File: src/rtl/decode_stage_ctrl_pkg.sv
// Shared definitions for the decode-stage control FSM: state encoding and
// a helper that sizes counters.
package decode_stage_ctrl_pkg;

  localparam int STATE_W = 2;

  localparam logic [STATE_W-1:0] FETCH  = 2'd0;
  localparam logic [STATE_W-1:0] DECODE = 2'd1;
  localparam logic [STATE_W-1:0] STALL  = 2'd2;
  localparam logic [STATE_W-1:0] FLUSH  = 2'd3;

  // Bits needed to count 0..max_val, never fewer than one.
  function automatic int cnt_width(input int max_val);
    return (max_val < 1) ? 1 : $clog2(max_val + 1);
  endfunction

endpackage

File: src/rtl/decode_stage_ctrl_if.sv
// Hazard-unit / pipeline-side signal bundle of the decode-stage controller.
interface decode_stage_ctrl_if #(
  parameter int STALL_W = 2,
  parameter int CNT_W   = 16
);

  logic               SetStallDec;
  logic               ClrStallDec;
  logic [STALL_W-1:0] StallLen;
  logic               Flush;
  logic               ExeReady;
  logic               FetchReq;
  logic               DecExeBufferWr;
  logic               DecBubble;
  logic               PCRegWr;
  logic               IsDecStall;
  logic [CNT_W-1:0]   StallCycles;

  modport master (
    output SetStallDec, ClrStallDec, StallLen, Flush, ExeReady,
    input  FetchReq, DecExeBufferWr, DecBubble, PCRegWr, IsDecStall, StallCycles
  );

  modport slave (
    input  SetStallDec, ClrStallDec, StallLen, Flush, ExeReady,
    output FetchReq, DecExeBufferWr, DecBubble, PCRegWr, IsDecStall, StallCycles
  );

endinterface

File: src/rtl/decode_stage_ctrl_sat_counter.sv
// Saturating up-counter with enable and synchronous clear; sticks at all-ones.
module decode_stage_ctrl_sat_counter #(
  parameter int W = 16
) (
  input  logic         clk,
  input  logic         rst,
  input  logic         en,
  input  logic         clr,
  output logic [W-1:0] count
);

  logic [W-1:0] count_q;
  logic [W-1:0] count_d;

  always_comb begin
    count_d = count_q;
    if (clr) begin
      count_d = '0;
    end else if (en && (count_q != '1)) begin
      count_d = count_q + W'(1);
    end
  end

  always_ff @(posedge clk) begin
    if (rst) begin
      count_q <= '0;
    end else begin
      count_q <= count_d;
    end
  end

  assign count = count_q;

endmodule

File: src/rtl/decode_stage_ctrl.sv
// Decode-stage control FSM: fetch with configurable latency, decode/write,
// programmable stall, back-pressure, flush with bubble, stall-cycle counter.
module decode_stage_ctrl
  import decode_stage_ctrl_pkg::*;
#(
  parameter int FETCH_WAIT = 0,
  parameter int STALL_W    = 2,
  parameter int CNT_W      = 16
) (
  input logic                CLK,
  input logic                RST,
  decode_stage_ctrl_if.slave bus
);

  localparam int FCNT_W = cnt_width(FETCH_WAIT);
  localparam logic [FCNT_W-1:0] FETCH_LAST = FCNT_W'(FETCH_WAIT);

  logic [STATE_W-1:0] state_q, state_d;
  logic [FCNT_W-1:0]  fcnt_q, fcnt_d;
  logic [STALL_W-1:0] scnt_q, scnt_d;
  logic               decode_wr;

  always_comb begin
    state_d = state_q;
    fcnt_d  = fcnt_q;
    scnt_d  = scnt_q;
    case (state_q)
      FETCH: begin
        if (fcnt_q == FETCH_LAST) begin
          fcnt_d  = '0;
          state_d = DECODE;
        end else begin
          fcnt_d = fcnt_q + FCNT_W'(1);
        end
      end
      DECODE: begin
        if (bus.ExeReady) begin
          if (bus.SetStallDec) begin
            state_d = STALL;
            scnt_d  = bus.StallLen;
          end else begin
            state_d = FETCH;
          end
        end
      end
      STALL: begin
        if ((scnt_q == '0) || bus.ClrStallDec) begin
          state_d = FETCH;
          scnt_d  = '0;
        end else begin
          scnt_d = scnt_q - STALL_W'(1);
        end
      end
      default: begin
        state_d = FETCH;
        fcnt_d  = '0;
        scnt_d  = '0;
      end
    endcase
    // Flush overrides every state-local decision and discards counter progress.
    if (bus.Flush) begin
      state_d = FLUSH;
      fcnt_d  = '0;
      scnt_d  = '0;
    end
  end

  always_ff @(posedge CLK) begin
    if (RST) begin
      state_q <= FETCH;
      fcnt_q  <= '0;
      scnt_q  <= '0;
    end else begin
      state_q <= state_d;
      fcnt_q  <= fcnt_d;
      scnt_q  <= scnt_d;
    end
  end

  // A flush in DECODE must not also commit the instruction being decoded.
  assign decode_wr = (state_q == DECODE) && bus.ExeReady && !bus.Flush;

  assign bus.FetchReq       = (state_q == FETCH);
  assign bus.DecExeBufferWr = decode_wr || (state_q == FLUSH);
  assign bus.DecBubble      = (state_q == FLUSH);
  assign bus.PCRegWr        = decode_wr;
  assign bus.IsDecStall     = (state_q == STALL);

  decode_stage_ctrl_sat_counter #(
    .W(CNT_W)
  ) u_stall_cycles (
    .clk  (CLK),
    .rst  (RST),
    .en   (state_q == STALL),
    .clr  (1'b0),
    .count(bus.StallCycles)
  );

endmodule

File: src/flat_wrapper.sv
// flat-port wrapper written by rule: the top's interface ports become plain ports
module decode_stage_ctrl_flat import decode_stage_ctrl_pkg::*;
#(
  parameter int FETCH_WAIT = 0,
  parameter int STALL_W    = 2,
  parameter int CNT_W      = 16
)
  (CLK, RST, bus_SetStallDec, bus_ClrStallDec, bus_StallLen, bus_Flush, bus_ExeReady, bus_FetchReq, bus_DecExeBufferWr, bus_DecBubble, bus_PCRegWr, bus_IsDecStall, bus_StallCycles);
  decode_stage_ctrl_if #(.STALL_W(STALL_W), .CNT_W(CNT_W)) bus_i ();
  input logic CLK;
  input logic RST;
  input wire logic [$bits(bus_i.SetStallDec)-1:0] bus_SetStallDec;
  input wire logic [$bits(bus_i.ClrStallDec)-1:0] bus_ClrStallDec;
  input wire logic [$bits(bus_i.StallLen)-1:0] bus_StallLen;
  input wire logic [$bits(bus_i.Flush)-1:0] bus_Flush;
  input wire logic [$bits(bus_i.ExeReady)-1:0] bus_ExeReady;
  output wire logic [$bits(bus_i.FetchReq)-1:0] bus_FetchReq;
  output wire logic [$bits(bus_i.DecExeBufferWr)-1:0] bus_DecExeBufferWr;
  output wire logic [$bits(bus_i.DecBubble)-1:0] bus_DecBubble;
  output wire logic [$bits(bus_i.PCRegWr)-1:0] bus_PCRegWr;
  output wire logic [$bits(bus_i.IsDecStall)-1:0] bus_IsDecStall;
  output wire logic [$bits(bus_i.StallCycles)-1:0] bus_StallCycles;
  assign bus_i.SetStallDec = bus_SetStallDec;
  assign bus_i.ClrStallDec = bus_ClrStallDec;
  assign bus_i.StallLen = bus_StallLen;
  assign bus_i.Flush = bus_Flush;
  assign bus_i.ExeReady = bus_ExeReady;
  assign bus_FetchReq = bus_i.FetchReq;
  assign bus_DecExeBufferWr = bus_i.DecExeBufferWr;
  assign bus_DecBubble = bus_i.DecBubble;
  assign bus_PCRegWr = bus_i.PCRegWr;
  assign bus_IsDecStall = bus_i.IsDecStall;
  assign bus_StallCycles = bus_i.StallCycles;
  decode_stage_ctrl #(.FETCH_WAIT(FETCH_WAIT), .STALL_W(STALL_W), .CNT_W(CNT_W)) u_core (.CLK(CLK), .RST(RST), .bus(bus_i));
endmodule
File: config.mk
export PLATFORM = sky130hd
export DESIGN_NAME = decode_stage_ctrl_flat
export DESIGN_NICKNAME = d
export VERILOG_FILES = /design/src/rtl/decode_stage_ctrl_pkg.sv /design/src/rtl/decode_stage_ctrl_if.sv /design/src/rtl/decode_stage_ctrl_sat_counter.sv /design/src/rtl/decode_stage_ctrl.sv /design/src/flat_wrapper.sv
export SDC_FILE = /design/constraint.sdc
export NUM_CORES = 1
export LEC_CHECK = 0
export CORE_ASPECT_RATIO = 0.9
export CORE_MARGIN = 1.5
export CORE_UTILIZATION = 40
export CTS_CLUSTER_DIAMETER = 30
export DETAILED_ROUTE_END_ITERATION = 6
export PLACE_DENSITY = 0.66
export SLEW_MARGIN = 20
export SYNTH_ARGS = -nofsm -noshare
export SYNTH_HDL_FRONTEND = slang
export SYNTH_SLANG_ARGS = --single-unit
File: constraint.sdc
create_clock -name CLK -period 2.8 [get_ports CLK]
set_input_delay 0.56 -clock CLK [delete_from_list [all_inputs] [get_ports CLK]]
set_output_delay 0.56 -clock CLK [all_outputs]
set_load 0.05 [all_outputs]
==> impl_metrics.env, run 1 <==
export IMPL_placed_area_um2=1420
export IMPL_yosysSeqAreaShare=0.358
export IMPL_synth_fp_nets=154
export IMPL_cp_max_fo=10
export IMPL_final_max_slew_viol_count=0
export IMPL_clockBufferDepth=2
export IMPL_dp_hpwl_mm=2.01
export IMPL_grt_total_usage=0.194
export IMPL_use_met2=0.341
export IMPL_yosys_area_top_type="dfxtp_1"
export IMPL_worstSkewPairLatency_ns=0.31
export IMPL_syn_inst=140
export IMPL_grtUsageMet1=0.233
export IMPL_antenna_cells=0
export IMPL_final_nets=183
export IMPL_hold_buffers=0
export IMPL_synthDistinctLibCells=32
export IMPL_post_cts_resize_count=0
export IMPL_cpMaxStageDelayCell="clkdlybuf4s50_1"
export IMPL_clk_pin_slew_ns=0.13
export IMPL_netlist_area_leader_share=0.358
export IMPL_crit_buf_inv=2
export IMPL_period_share=0.920
export IMPL_cts_setup_buffers=0
export IMPL_fmax_ghz=0.388
export IMPL_yosys_area_share_xor_xnor=0
export IMPL_synth_warnings=0
export IMPL_area_delta_synth_final_pct=31.5
export IMPL_portBuffers=28
export IMPL_drc=0
export IMPL_setup_viol=0
export IMPL_fin_tns_setup_ns=0
export IMPL_timing_hold_ws_ns=0.480
export IMPL_worst_slew_pin_slew_ns=0.649
export IMPL_place_congestion=0.816
export IMPL_hold_class="reg -> reg"
export IMPL_drt_pass1_iterations=4
export IMPL_path_class="reg -> out"
export IMPL_avgRoutedWirePerCell_um=13.7
export IMPL_startpoint_type="register"
export IMPL_cp_arrival_ns=2.02
export IMPL_stdcell_area_um2=1470
export IMPL_die_h_um=53.2
export IMPL_cp_end_kind="primary output"
export IMPL_power_leakage_nw=0.479
export IMPL_cellPowerDensity_nw_per_um2=416
export IMPL_drt_vias_per_instance=5.86
export IMPL_grt_pass1_wl_mm=4.55
export IMPL_root_buffer="clkbuf_4"
export IMPL_overflow=0
export IMPL_grt_pass1_vias=1031
export IMPL_max_cap_viol_count=0
export IMPL_numCtsBuffers=3
export IMPL_slew_headroom=0.566
export IMPL_synth_top_family_by_area="simple AND/OR/NAND/NOR gates"
export IMPL_rows=17
export IMPL_synth_simple_gate_area_frac=0.324
export IMPL_dieArea_um2=3120
export IMPL_synthTopCellsByArea="dfxtp_1 36%, a21oi_1 7.6%, ha_1 6.7%"
export IMPL_critPathRequiredTime_ns=2.24
export IMPL_yosys_register_bits=20
export IMPL_synth_compound_area_frac=0.192
export IMPL_syn_area_um2=1120
export IMPL_busiest_layer="met2"
export IMPL_grt_max_degree=19
export IMPL_met3_usage=0.0440
export IMPL_peakVddDrop_mv=0.315
export IMPL_slowest_delay_ns=0.88
export IMPL_rsz0062_at_grt="no"
export IMPL_synthMuxAreaShare=0.0190
export IMPL_crit_path_cell_trace="inv_1 > ha_1 > clkdlybuf4s50_1"
export IMPL_die_width_um=58.7
export IMPL_layout_drive_gt1_share=0.0952
export IMPL_pin_count=29
export IMPL_syn_area_per_cell_um2=7.99
export IMPL_antenna_found_initial=0
export IMPL_wl_mm=2.69
export IMPL_crit_family="buffers and inverters"
export IMPL_core_area_um2=2550
export IMPL_drt_iter0_markers=19
export IMPL_cts_max_level=1
export IMPL_drtAntennaViolNets=0
export IMPL_finalHoldViolCount=0
export IMPL_num_vias=1149
export IMPL_cts_sinks=20
export IMPL_initial_core_util=0.438
export IMPL_cts_tree="yes"
export IMPL_skew_ns=0.0143
export IMPL_status="finished, final reports clean"
export IMPL_synthAdderAreaFrac=0.0671
export IMPL_fin_util=0.576
export IMPL_fin_crit_ns=2.58
-- synthesized netlist by cell type --
cell,count
a211oi_1,2
a21o_1,1
a21oi_1,17
a311oi_1,1
a31oi_1,1
a41oi_1,1
and3_1,1
buf_2,2
clkbuf_1,4
dfxtp_1,20
ha_1,6
inv_1,5
mux2_2,1
mux2i_1,1
nand2_1,15
nand2b_1,3
nand3_1,6
nand3_2,1
nand4_1,5
nand4_2,1
nor2_1,6
nor2b_1,2
nor3_1,7
nor4_1,1
nor4_2,1
o2111a_1,1
o21ai_0,7
o31ai_1,5
or2_2,3
or3_1,7
or3b_2,1
or4_1,5
-- routing by layer --
layer	vias to the layer above	wire length, µm
li1	579	-
met1	548	1270
met2	20	1330
met3	2	65
met4	0	17
met5	-	0
-- layout make-up --
cell class	instances	area [µm²]
inverter	5	18.8
clock inverter	1	30.0
tap	28	35.0
sequential	20	400
multi-input combinational	109	674
timing repair buffer	30	290
clock buffer	3	22.5
fill	256	1080
-- stage by stage --
step,worst slack (ns),power (mW),instances
after floorplan,0.457,0.350,140
after global placement,0.583,0.378,192
after detailed placement,0.555,0.381,192
after CTS,0.201,0.621,196
after global routing,0.107,0.641,196
final,0.224,0.613,196
-- tightest hold or removal path, stage by stage, from the launching register on --
cell	delay (ns)
dfxtp_1	0.33
nand2_1	0.05
a211oi_1	0.06
-- cell usage in the layout, fill, tap and decap left out, types with 2 or more instances in the layout --
cell	count
a211oi_1	2
a21oi_1	17
buf_4	4
clkbuf_4	3
clkdlybuf4s50_1	26
dfxtp_1	20
ha_1	6
inv_1	5
nand2_1	15
nand2b_1	3
nand3_1	6
nand4_1	5
nor2_1	6
nor2b_1	2
nor3_1	7
o21ai_0	7
o31ai_1	5
or2_2	3
or3_1	7
or4_1	5
-- worst paths after layout --
kind              slack (ns)  depth (start not counted)                           start                                          end
setup reg to reg        0.59                          6  u_core.state_q[0]$_SDFFE_PP0P_  u_core.u_stall_cycles.count[9]$_SDFFE_PP0P_
hold / removal          0.48                          2   u_core.scnt_q[1]$_SDFFE_PP0P_                u_core.scnt_q[1]$_SDFFE_PP0P_
hold reg to reg         0.48                          2   u_core.scnt_q[1]$_SDFFE_PP0P_                u_core.scnt_q[1]$_SDFFE_PP0P_
setup / recovery        0.22                          3  u_core.state_q[0]$_SDFFE_PP0P_                               bus_IsDecStall
-- flip-flops by register name, indices dropped and copies added (netlist names) --
register,flops
u_core.scnt_q,2
u_core.u_stall_cycles.count,16
u_core.state_q,2
-- where the power goes --
group	internal [mW]	total [mW]	switching, mW
Sequential	0.288	0.293	0.00493
Combinational	0.0318	0.0814	0.0496
Clock	0.145	0.238	0.0932
Total	0.465	0.613	0.148
-- cell families after synthesis --
kind of cell	after synthesis
compound gates	36
mux	2
buf+inv	11
fa+ha+maj	6
flops	20
simple gates	65
No activity file was read; power rests on OpenSTA's default activity.
==> inputs of run 2 (changes only) <==
--- a/config.mk
+++ b/config.mk
@@ -10,7 +10,7 @@
 export CORE_UTILIZATION = 40
 export CTS_CLUSTER_DIAMETER = 30
 export DETAILED_ROUTE_END_ITERATION = 6
-export PLACE_DENSITY = 0.66
+export PLACE_DENSITY = 0.78
 export SLEW_MARGIN = 20
 export SYNTH_ARGS = -nofsm -noshare
 export SYNTH_HDL_FRONTEND = slang
==> constraint.sdc (replaced) <==
create_clock -name CLK -period 3.3 [get_ports CLK]
set_input_delay 0.66 -clock CLK [delete_from_list [all_inputs] [get_ports CLK]]
set_output_delay 0.66 -clock CLK [all_outputs]
set_load 0.05 [all_outputs]
==> impl_metrics.env, run 2 (synthesized netlist as in run 1, its figures left out) <==
export IMPL_slew_headroom=0.474
export IMPL_clockBufferDepth=2
export IMPL_met3_usage=0.0440
export IMPL_rsz0062_at_grt="no"
export IMPL_avgRoutedWirePerCell_um=14.0
export IMPL_use_met2=0.294
export IMPL_power_leakage_nw=0.471
export IMPL_final_max_slew_viol_count=0
export IMPL_rows=17
export IMPL_fin_crit_ns=3.00
export IMPL_final_nets=182
export IMPL_dp_hpwl_mm=1.93
export IMPL_skew_ns=0.0120
export IMPL_crit_path_cell_trace="clkdlybuf4s50_1 > nand2_1 > nor2_1 > or2_2 > clkdlybuf4s50_1"
export IMPL_slowest_delay_ns=0.79
export IMPL_dieArea_um2=3120
export IMPL_antenna_cells=0
export IMPL_placed_cells=191
export IMPL_grt_max_degree=23
export IMPL_cts_tree="yes"
export IMPL_clk_pin_slew_ns=0.10
export IMPL_cts_sinks=20
export IMPL_wl_mm=2.73
export IMPL_hold_class="reg -> reg"
export IMPL_core_area_um2=2550
export IMPL_worstSkewPairLatency_ns=0.30
export IMPL_grt_total_usage=0.184
export IMPL_mostFrequentLayoutCell="clkdlybuf4s50_1"
export IMPL_place_congestion=0.857
export IMPL_fmax_ghz=0.333
export IMPL_antenna_found_initial=0
export IMPL_max_cap_viol_count=0
export IMPL_setup_viol=0
export IMPL_final_cell_mix="28 x clkdlybuf4s50_1, 20 x dfxtp_1, 17 x a21oi_1, 15 x nand2_1"
export IMPL_busiest_layer="met2"
export IMPL_overflow=0
export IMPL_initial_core_util=0.438
export IMPL_layout_drive_gt1_share=0.0778
export IMPL_grt_pass1_vias=971
export IMPL_drtAntennaViolNets=0
export IMPL_drc=0
export IMPL_hold_buffers=0
export IMPL_post_cts_resize_count=0
export IMPL_drt_vias_per_instance=5.81
export IMPL_drt_pass1_iterations=4
export IMPL_pin_count=29
export IMPL_grtUsageMet1=0.254
export IMPL_path_class="in -> out"
export IMPL_peakVddDrop_mv=0.357
export IMPL_cpMaxStageDelayCell="clkdlybuf4s50_1"
export IMPL_startpoint_type="input pin"
export IMPL_period_share=0.910
export IMPL_num_vias=1133
export IMPL_status="finished, final reports clean"
export IMPL_largest_reg_flops=16
export IMPL_crit_path_frequent_cell="clkdlybuf4s50_1"
export IMPL_cts_max_level=1
export IMPL_cp_max_fo=4
export IMPL_finalHoldViolCount=0
export IMPL_root_buffer="clkbuf_4"
export IMPL_cp_end_kind="primary output"
export IMPL_cellPowerDensity_nw_per_um2=351
export IMPL_cp_arrival_ns=2.34
export IMPL_fin_tns_setup_ns=0
export IMPL_die_width_um=58.7
export IMPL_drt_iter0_markers=65
export IMPL_critPathRequiredTime_ns=2.64
export IMPL_cts_setup_buffers=0
export IMPL_grt_pass1_wl_mm=4.44
export IMPL_area_delta_synth_final_pct=31.3
export IMPL_portBuffers=28
export IMPL_stdcell_count=195
export IMPL_numCtsBuffers=3
export IMPL_die_h_um=53.2
export IMPL_worst_slew_pin_slew_ns=0.787
[run 2: critical path: cells and delay by family]
family                 cells  cell delay (ns)
buffers and inverters      2             1.33
AND/OR/NAND/NOR            3             0.35
[run 2: cell type report]
type	count	area, µm²
fillers	236	1080
multi-input cells	109	674
flip-flops and latches	20	400
repair buffers	29	288
well taps	28	35.0
clock inverters	1	30.0
clock buffers	3	22.5
inverters	5	18.8
[run 2: metal layers]
layer	part of all wire	vias to the layer above
met5	0	-
met4	0.0059	0
met3	0.033	2
met2	0.46	23
met1	0.50	537
li1	-	571
[run 2: power breakdown]
group / internal, mW / switching [mW]
clock network: 0.123 / 0.0749
registers: 0.245 / 0.00407
logic: 0.0267 / 0.0425
total: 0.394 / 0.121
[run 2: path summary, 6_finish.rpt]
path,cells after the start,to,start,slack (ns)
setup reg to reg,6,u_core.u_stall_cycles.count[9]$_SDFFE_PP0P_,u_core.state_q[0]$_SDFFE_PP0P_,1.03
hold reg to reg,2,u_core.scnt_q[1]$_SDFFE_PP0P_,u_core.scnt_q[1]$_SDFFE_PP0P_,0.49
hold / removal,2,u_core.scnt_q[1]$_SDFFE_PP0P_,u_core.scnt_q[1]$_SDFFE_PP0P_,0.49
setup / recovery,5,bus_DecExeBufferWr,bus_ExeReady,0.30
[run 2: metrics by stage]
step	worst slack [ns]	util	hold slack [ns]	instance area (µm²)	power, mW
detailed placement	0.311	0.555	0.478	1420	0.323
floorplan	0.863	-	0.438	1120	0.297
CTS	0.312	0.575	0.494	1470	0.520
global placement	0.369	0.555	0.474	1420	0.320
finish	0.297	0.575	0.489	1470	0.516
global route	0.241	0.575	0.511	1470	0.534
==> inputs of run 3 (changes only) <==
--- a/config.mk
+++ b/config.mk
@@ -5,6 +5,7 @@
 export SDC_FILE = /design/constraint.sdc
 export NUM_CORES = 1
 export LEC_CHECK = 0
+export CAP_MARGIN = 20
 export CORE_ASPECT_RATIO = 0.9
 export CORE_MARGIN = 1.5
 export CORE_UTILIZATION = 40
==> results of run 3 <==
No change in the layout: final DEF, timing and power equal those of run 2.
